[config.mk]
export PLATFORM = sky130hd
export DESIGN_NAME = block_copy_dma
export DESIGN_NICKNAME = d
export VERILOG_FILES = /design/src/rtl/block_copy_dma.sv
export SDC_FILE = /design/constraint.sdc
export NUM_CORES = 1
export LEC_CHECK = 0
export CAP_MARGIN = 40
export CORE_AREA = 2 2 199 250
export CTS_CLUSTER_DIAMETER = 30
export CTS_CLUSTER_SIZE = 12
export DETAILED_ROUTE_END_ITERATION = 7
export DIE_AREA = 0 0 201 252
export PLACE_DENSITY_LB_ADDON = 0.08
export REMOVE_ABC_BUFFERS = 1
export SYNTH_ARGS = -nofsm -noshare
export SYNTH_HDL_FRONTEND = slang
export SYNTH_SLANG_ARGS = --single-unit
[constraint.sdc]
create_clock -name clk -period 8.9 [get_ports clk]
set_input_delay 1.335 -clock clk [delete_from_list [all_inputs] [get_ports clk]]
set_output_delay 1.335 -clock clk [all_outputs]
set_load 0.1 [all_outputs]
[src/rtl/block_copy_dma.sv]
// -----------------------------------------------------------------------------
// block_copy_dma
//
// Word-by-word block copy engine for a ROWS x COLS array of 64-bit words.
// A copy request (src, dst, length) is validated on start; accepted requests
// alternate one read cycle and one write cycle per word (2 cycles/word).
// Addresses are {row[63:32], col[31:0]} and advance column-first, wrapping
// into the next row at the end of each row.
//
// Ports
//   clk            in   clock, all state on posedge
//   rst            in   asynchronous active-high reset
//   start          in   one-cycle copy request (only honoured in IDLE)
//   src_addr       in   first source word {row, col}
//   dst_addr       in   first destination word {row, col}
//   length         in   number of words to copy
//   busy           out  transfer in progress (RD/WR/DONE)
//   done           out  one-cycle pulse on successful completion
//   error          out  one-cycle pulse on a rejected request
//   words_copied   out  words written in the current/last transfer
//   mem_address    out  word address to data memory (0 when idle)
//   mem_writeData  out  write data to data memory (0 unless writing)
//   mem_read       out  read strobe
//   mem_write      out  write strobe
//   mem_readData   in   read result, valid in the cycle after mem_read
// -----------------------------------------------------------------------------
module block_copy_dma #(
    parameter int ROWS = 32,
    parameter int COLS = 32,
    parameter int LW   = 11
) (
    input  logic          clk,
    input  logic          rst,
    input  logic          start,
    input  logic [63:0]   src_addr,
    input  logic [63:0]   dst_addr,
    input  logic [LW-1:0] length,
    output logic          busy,
    output logic          done,
    output logic          error,
    output logic [LW-1:0] words_copied,
    output logic [63:0]   mem_address,
    output logic [63:0]   mem_writeData,
    output logic          mem_read,
    output logic          mem_write,
    input  logic [63:0]   mem_readData
);

    typedef enum logic [2:0] {
        S_IDLE,
        S_RD,
        S_WR,
        S_DONE,
        S_ERR
    } state_t;

    localparam logic [63:0] TOTAL_WORDS = 64'(ROWS) * 64'(COLS);

    state_t        state_q;
    logic [63:0]   src_q;
    logic [63:0]   dst_q;
    logic [LW-1:0] len_q;
    logic [LW-1:0] words_q;
    logic          busy_q;
    logic          done_q;
    logic          error_q;
    logic          rd_q;
    logic          wr_q;
    logic [63:0]   addr_q;

    // Next-word pointers and request check, computed combinationally
    logic [63:0]   src_next_d;
    logic [63:0]   dst_next_d;
    logic [LW-1:0] words_inc_d;
    logic          req_ok_d;

    // True when the whole range [a, a+len) lies inside the array.
    function automatic logic range_ok(input logic [63:0] a, input logic [LW-1:0] len);
        logic [63:0] lin;
        if (a[63:32] >= 32'(ROWS) || a[31:0] >= 32'(COLS)) begin
            return 1'b0;
        end
        lin = 64'(a[63:32]) * 64'(COLS) + 64'(a[31:0]);
        return (lin + 64'(len)) <= TOTAL_WORDS;
    endfunction

    // Column-first increment with wrap into the next row.
    function automatic logic [63:0] advance(input logic [63:0] a);
        if (a[31:0] == 32'(COLS - 1)) begin
            return {a[63:32] + 32'd1, 32'd0};
        end
        return {a[63:32], a[31:0] + 32'd1};
    endfunction

    always_comb begin
        src_next_d  = advance(src_q);
        dst_next_d  = advance(dst_q);
        words_inc_d = words_q + LW'(1);
        req_ok_d    = range_ok(src_addr, length) && range_ok(dst_addr, length);
    end

    always_ff @(posedge clk or posedge rst) begin
        if (rst) begin
            state_q <= S_IDLE;
            src_q   <= '0;
            dst_q   <= '0;
            len_q   <= '0;
            words_q <= '0;
            busy_q  <= 1'b0;
            done_q  <= 1'b0;
            error_q <= 1'b0;
            rd_q    <= 1'b0;
            wr_q    <= 1'b0;
            addr_q  <= '0;
        end else begin
            // Status pulses last exactly one cycle unless re-armed below
            done_q  <= 1'b0;
            error_q <= 1'b0;
            case (state_q)
                S_IDLE: begin
                    if (start) begin
                        src_q   <= src_addr;
                        dst_q   <= dst_addr;
                        len_q   <= length;
                        words_q <= '0;
                        if (!req_ok_d) begin
                            state_q <= S_ERR;
                            error_q <= 1'b1;
                        end else if (length == '0) begin
                            state_q <= S_DONE;
                            done_q  <= 1'b1;
                            busy_q  <= 1'b1;
                        end else begin
                            state_q <= S_RD;
                            busy_q  <= 1'b1;
                            rd_q    <= 1'b1;
                            addr_q  <= src_addr;
                        end
                    end
                end
                S_RD: begin
                    state_q <= S_WR;
                    rd_q    <= 1'b0;
                    wr_q    <= 1'b1;
                    addr_q  <= dst_q;
                end
                S_WR: begin
                    wr_q    <= 1'b0;
                    words_q <= words_inc_d;
                    src_q   <= src_next_d;
                    dst_q   <= dst_next_d;
                    if (words_inc_d == len_q) begin
                        state_q <= S_DONE;
                        done_q  <= 1'b1;
                        addr_q  <= '0;
                    end else begin
                        state_q <= S_RD;
                        rd_q    <= 1'b1;
                        addr_q  <= src_next_d;
                    end
                end
                S_DONE: begin
                    state_q <= S_IDLE;
                    busy_q  <= 1'b0;
                end
                S_ERR: begin
                    state_q <= S_IDLE;
                end
                default: begin
                    state_q <= S_IDLE;
                    busy_q  <= 1'b0;
                    rd_q    <= 1'b0;
                    wr_q    <= 1'b0;
                    addr_q  <= '0;
                end
            endcase
        end
    end

    // Read data only arrives in the write cycle, so the write data path is a
    // gated pass-through rather than a register.
    assign mem_writeData = wr_q ? mem_readData : 64'd0;
    assign mem_address   = addr_q;
    assign mem_read      = rd_q;
    assign mem_write     = wr_q;
    assign busy          = busy_q;
    assign done          = done_q;
    assign error         = error_q;
    assign words_copied  = words_q;

endmodule

==> results of run 1 <==
## worst max-delay path: cells and delay by family
kind / cells / cell delay, ns
and+or+nand+nor: 3 / 1.01
buffers and inverters: 3 / 1.21
adders and majority gates: 2 / 0.95
muxes: 1 / 0.35
AOI/OAI and AO/OA: 7 / 2.21
## state kept, by name (all words and copies together), names as in the netlist
name / cells
mem_read: 1
busy: 1
done: 1
mem_write: 1
dst_q: 64
state_q: 3
len_q: 11
mem_address: 64
words_copied: 11
error: 1
src_q: 64
## power by group through the flow
stage | Clock (mW) | Sequential [mW] | Combinational (mW)
floorplan | 0 | 1.21 | 0.674
global placement | 0 | 1.25 | 1.10
detailed placement | 0 | 1.25 | 1.11
CTS | 2.25 | 1.24 | 1.11
global route | 2.31 | 1.26 | 1.23
finish | 2.24 | 1.25 | 1.14
## final cells by class
cell class / instances / area, um^2
Multi-Input combinational cell: 1993 / 12860
Sequential cell: 222 / 5555
Antenna cell: 1 / 2.502
Timing Repair Buffer: 527 / 6563
Clock buffer: 74 / 1635
Inverter: 46 / 180.2
Fill cell: 4319 / 20020
Tap cell: 644 / 805.8
Clock inverter: 38 / 459.2
## how the worst min path moves through the flow
stage	from	depth (start not counted)	slack (ns)	to
5_1_grt	mem_address[55]	1	0.49	mem_address[55]
3_5_place_dp	mem_address[55]	1	0.47	mem_address[55]
3_3_place_gp	mem_address[27]	1	0.47	mem_address[27]
4_1_cts	mem_address[43]	1	0.48	mem_address[43]
6_report	mem_address[43]	1	0.48	mem_address[43]
2_1_floorplan	len_q[0]	2	0.47	len_q[0]
## cell usage after synthesis, types with 13 or more instances
master      n
o21ai_0   226
a21o_1     18
a21oi_1   203
ha_1      121
nand2b_1   13
nand2_1   279
a221o_1    29
nand4_1    60
xnor2_1    65
o22ai_1    15
nor2_1    172
a22oi_1    71
a211oi_1   13
mux2_1     49
nand3_1    85
nor3_1     79
a31oi_1    14
o211ai_1   16
nor4_1     70
o21a_1     20
and2_1     77
inv_1      46
fa_1       14
xor2_1     58
and3_1     33
clkbuf_1  115
and4_1     14
dfrtp_1   222
mux2i_1    13
o21bai_1   14
## layer usage
| layer | up-vias | routed length, um |
|---|---|---|
| met5 | - | 29 |
| met4 | 4 | 4442 |
| met3 | 224 | 7550 |
| met2 | 1181 | 44910 |
| met1 | 10690 | 37150 |
| li1 | 9850 | - |
## kinds of logic (layout without fill, tap and decap cells)
logic type / Yosys count / count (layout) / synth area share (%)
flops: 222 / 222 / 29.10
xor+xnor: 123 / 123 / 5.644
other cells: 0 / 1 / 0
buf+inv: 177 / 685 / 3.769
mux: 70 / 70 / 4.044
simple gates: 938 / 938 / 24.22
compound gates: 727 / 727 / 23.82
fa+ha+maj: 135 / 135 / 9.400
## per-stage QoR
step	hold WS (ns)	setup slack, ns	instance area [um^2]
6_report	0.4797	2.224	28060
5_1_grt	0.4878	1.933	28060
4_1_cts	0.4831	2.321	28060
3_5_place_dp	0.4737	1.727	25960
3_3_place_gp	0.4669	1.654	23080
2_1_floorplan	0.4652	1.487	18540
## placed cells by master (no fill, tap or decap), types with 70 or more instances in the layout
master,Yosys,routed
a21oi_1,203,203
a22oi_1,71,71
and2_1,77,76
buf_8,0,99
clkdlybuf4s50_1,0,349
dfrtp_1,222,222
ha_1,121,121
nand2_1,279,277
nand3_1,85,85
nor2_1,172,170
nor3_1,79,77
nor4_1,70,70
o21ai_0,226,226
==> results.py, run 1 <==
metrics = {
    "clocking": {
        "path_clk_slew_ns": 0.04,
        "post_cts_buffers": 0,
        "clk_path_buf_depth": 3,
        "cts_repair_resize_count": 0,
        "holdBufCountCts": 0,
        "clock-root-buffer": "clkbuf_16",
        "cts_tree": "done",
        "cts.sinks": 222,
        "clock_latency_ns": 0.61,
        "h-tree-depth": 2,
        "numCtsBuffers": 60,
    },
    "route": {
        "wire_per_inst_um": 26.54,
        "num_vias": 21950,
        "drtPass1Iterations": 6,
        "vias_per_cell": 6.191,
        "routed_wl_um": 94080,
        "drt-initial-drc-count": 2337,
        "drc_errors": 0,
        "final_antenna_net_count": 0,
    },
    "worst_setup_path": {
        "rr_startpoint": "words_copied[0]",
        "critPathCapture": "mem_address[36]",
        "cp_slowest_cell": "clkdlybuf4s50_1",
        "r2r_end": "mem_address[36]",
        "critPathRequiredTime_ns": 9.37,
        "cp_slowest_stage_delay_ns": 0.72,
        "cp.arrival_ns": 7.15,
        "start_kind": "input port",
        "worst-setup-path-type": "in2reg",
        "reg2reg_slack_ns": 4.58,
        "cp_common_cell": "o21ai_0",
        "reg2regPathDepth": 12,
        "critPathCaptureType": "flop",
        "crit_chain": "clkdlybuf4s50_1, fa_1, ha_1, a21oi_1, o21ai_0, or2_2, o21ai_0, a2111oi_0, o31a_1, o41ai_1, and3_1, a21o_1, buf_4, and2_4, buf_12, mux2_1",
        "worstPathMaxFanout": 39,
        "timing.critical_path.from": "dst_addr[37]",
    },
    "power_and_ir_drop": {
        "p_switching_mw": 1.529,
        "combPwrFrac_pct": 24.7,
        "switching_share_pct": 33.09,
        "powerDensity_mw_per_mm2": 164.7,
        "p_clk_share_pct": 48.4,
        "ir_drop_mv": 0.1590,
        "seqPwrFrac_pct": 26.9,
        "finalPower_mw": 4.621,
        "power_leakage_nw": 11.53,
        "internal_power_mw": 3.092,
    },
    "die": {
        "start_util_pct": 39.70,
        "core-area_mm2": 0.04808,
        "fp.dieW_um": 201,
        "die-area_mm2": 0.05065,
        "ios": 350,
        "rows": 90,
        "die_h_um": 252,
    },
    "global_routing": {
        "grt.overflow.total": 0,
        "grt_util_met1_pct": 46.06,
        "antenna_found_initial": 3,
        "gr-usage-met3_pct": 6.084,
        "grt_max_degree": 76,
        "grt_util_all_layers_pct": 36.21,
        "grt.busiest_layer": "met2",
        "grt_pass1_wl_um": 139000,
        "grtUsageMet2_pct": 60.08,
        "grt_pass1_vias": 21500,
    },
    "status": {
        "status": "completed",
    },
    "timing": {
        "fin_setup_tns_ns": 0,
        "slew_violations": 0,
        "finalSetupViolCount": 0,
        "worstMarginPinSlew_ns": 1.068,
        "finalCriticalPeriod_ns": 6.676,
        "fmax_mhz": 149.8,
        "rsz0062_at_grt": "no",
        "hold_viol": 0,
        "skew_ns": 0.02153,
        "fin_crit_sh_pct": 75.01,
        "maxSlewHeadroom_pct": 26.93,
    },
    "yosys": {
        "syn_inst": 2392,
        "ys_seq_area_share_pct": 29.10,
        "synth.distinct_cells": 69,
        "synthArstFlopShare_pct": 100.0,
        "synth_top_area_share_pct": 29.10,
        "avgSynthCellArea_um2": 7.980,
        "synth.largest_area_cell": "dfrtp_1",
        "synth_ff_type": "dfrtp_1",
        "synth_edf_count": 0,
        "yosysWarnings": 0,
        "syn_area_mm2": 0.01909,
        "synth_seq_cells": 222,
        "synthTopCellsByArea": "dfrtp_1 29%, ha_1 7.9%, o21ai_0 5.9%, nand2_1 5.5%, a21oi_1 5.3%",
    },
    "placement": {
        "placed_cells": 3431,
        "hpwl_um": 74150,
        "gp_congestion": 1.042,
        "io_buffers": 349,
    },
    "layout": {
        "layout.cells.non_filler": 3545,
        "post-route-util_pct": 58.36,
        "final_layout_size_suffix_gt1_share_pct": 10.97,
        "nets": 3191,
        "area_growth_pct": 47.02,
    },
    "min_path": {
        "hp-class": "reg2reg",
    },
    "job": {
        "max_cap_viol_count": 0,
    },
}
No activity file was read; power rests on OpenSTA's default activity.
==> inputs of run 2 (changes only) <==
==> constraint.sdc (replaced) <==
create_clock -name clk -period 6.9 [get_ports clk]
set_input_delay 1.035 -clock clk [delete_from_list [all_inputs] [get_ports clk]]
set_output_delay 1.035 -clock clk [all_outputs]
set_load 0.1 [all_outputs]
==> run 2 against run 1 <==
  * Critical path depth unchanged
  * Largest cell class unchanged
  * Design area increased by 0.53%
  * Critical endpoint is now mem_address[6]
  * Sequential power increased by 29%
  * Die area unchanged
  * Core utilization increased by 0.31 points
  * Via count increased by 0.65%
  * Global-route usage increased by 0.79 points
  * Final cell count increased by 0.73%
  * Wire length increased by 1.9%
==> results.py, run 2 (same netlist as run 1, synthesis figures left out) <==
metrics = {
    "die": {
        "die_h_um": 252,
        "rows": 90,
        "fp.dieW_um": 201,
        "start_util_pct": 39.70,
        "ios": 350,
        "core-area_mm2": 0.04808,
        "die-area_mm2": 0.05065,
    },
    "timing": {
        "finalCriticalPeriod_ns": 5.869,
        "fin_crit_sh_pct": 85.06,
        "rsz0062_at_grt": "no",
        "maxSlewHeadroom_pct": 37.53,
        "fmax_mhz": 170.4,
        "hold_viol": 0,
        "slew_violations": 0,
        "finalSetupViolCount": 0,
        "worstMarginPinSlew_ns": 0.9348,
        "skew_ns": 0.02131,
    },
    "worst_setup_path": {
        "path_buf_inv": 2,
        "cp.arrival_ns": 6.34,
        "cp_slowest_cell": "clkdlybuf4s50_1",
        "critPathRequiredTime_ns": 7.37,
        "critical-path-top-delay-family": "simple AND/OR/NAND/NOR gates",
        "critPathCaptureType": "flop",
        "cp_slowest_stage_delay_ns": 0.71,
        "worst-setup-path-type": "in2reg",
        "crit_chain": "clkdlybuf4s50_1, ha_1, ha_1, nand2_1, o21ai_0, nor4_1, and3_1, or3_1, o311a_1, or3_1, and4b_1, and4_1, a21o_1, and2_4, buf_12, mux2_1",
        "start_kind": "input port",
        "worstPathMaxFanout": 30,
    },
    "clocking": {
        "h-tree-depth": 2,
        "cts.sinks": 222,
        "clk_path_buf_depth": 3,
        "numCtsBuffers": 54,
        "post_cts_buffers": 0,
        "holdBufCountCts": 0,
        "cts_repair_resize_count": 0,
        "clock-root-buffer": "clkbuf_16",
        "clock_latency_ns": 0.61,
        "path_clk_slew_ns": 0.04,
        "cts_tree": "done",
    },
    "layout": {
        "final_layout_size_suffix_gt1_share_pct": 11.49,
        "area_growth_pct": 47.79,
        "fillCellCount": 4287,
        "final_common_cell": "clkdlybuf4s50_1",
        "fin_area_mm2": 0.02821,
        "nets": 3219,
        "final_cell_mix": "349 x clkdlybuf4s50_1, 277 x nand2_1, 226 x o21ai_0",
    },
    "status": {
        "status": "completed",
    },
    "route": {
        "drt-initial-drc-count": 2159,
        "drtPass1Iterations": 5,
        "routed_wl_um": 95880,
        "wire_per_inst_um": 26.85,
        "final_antenna_net_count": 0,
        "vias_per_cell": 6.186,
        "num_vias": 22090,
        "drc_errors": 0,
    },
    "placement": {
        "hpwl_um": 76400,
        "gp_congestion": 1.031,
        "place_area_mm2": 0.02635,
        "io_buffers": 349,
    },
    "global_routing": {
        "grt_pass1_wl_um": 141300,
        "grt.overflow.total": 0,
        "grt_max_degree": 98,
        "antenna_found_initial": 2,
        "grt_util_all_layers_pct": 37.00,
        "grt_pass1_vias": 22100,
    },
    "power_and_ir_drop": {
        "ir_drop_mv": 0.2033,
        "finalPower_mw": 5.674,
        "power_leakage_nw": 11.59,
        "powerDensity_mw_per_mm2": 201.1,
    },
    "min_path": {
        "hp-class": "reg2reg",
    },
    "job": {
        "max_cap_viol_count": 0,
    },
}
run 2: worst paths after layout:
path	end	slack, ns	depth (start not counted)	startpoint
max	mem_address[6]	1.03	16	src_addr[43]
min in group asynchronous	mem_address[31]	0.87	2	rst
max reg2reg	mem_address[0]	2.76	8	state_q[0]
max in group asynchronous	len_q[5]	5.02	3	rst
min reg2reg	mem_address[22]	0.48	1	mem_address[22]
min	mem_address[22]	0.48	1	mem_address[22]
run 2: through the flow:
stage | TNS [ns] | utilization [%] | setup WS [ns] | hold WS, ns | instances
6_report | 0 | 58.67 | 1.031 | 0.4823 | 3571
5_1_grt | 0 | 58.66 | 0.8795 | 0.4973 | 3569
4_1_cts | 0 | 58.65 | 1.077 | 0.4852 | 3568
3_5_place_dp | 0 | 54.80 | 0.4963 | 0.4745 | 3466
3_3_place_gp | 0 | 48.65 | 0.4901 | 0.4684 | 3315
2_1_floorplan | -47.23 | - | -0.2128 | 0.4652 | 2261
run 2: layout make-up:
| cell class | instances | area, um^2 | share of cell area (%) |
|---|---|---|---|
| repair buffers | 561 | 6948 | 24.63 |
| multi-input cells | 1993 | 12860 | 45.59 |
| well taps | 644 | 805.8 | 2.856 |
| flip-flops and latches | 222 | 5555 | 19.69 |
| inverters | 46 | 180.2 | 0.6387 |
| diodes | 3 | 7.507 | 0.02661 |
| clock buffers | 77 | 1538 | 5.451 |
| clock inverters | 25 | 314.1 | 1.113 |
run 2: power by group:
group | internal (mW) | leakage (nW) | switching, mW | total, mW
clock network | 1.73 | 0.894 | 0.843 | 2.58
registers | 1.43 | 2.80 | 0.181 | 1.61
logic | 0.579 | 7.90 | 0.913 | 1.49
run 2: layer usage:
layer / track usage (%) / routed length, um / up-vias
met5: 0 / 11 / -
met3: 7.001 / 7351 / 273
li1: - / - / 9889
met2: 60.46 / 45110 / 1166
met1: 46.01 / 37780 / 10760
met4: 20.57 / 5628 / 2
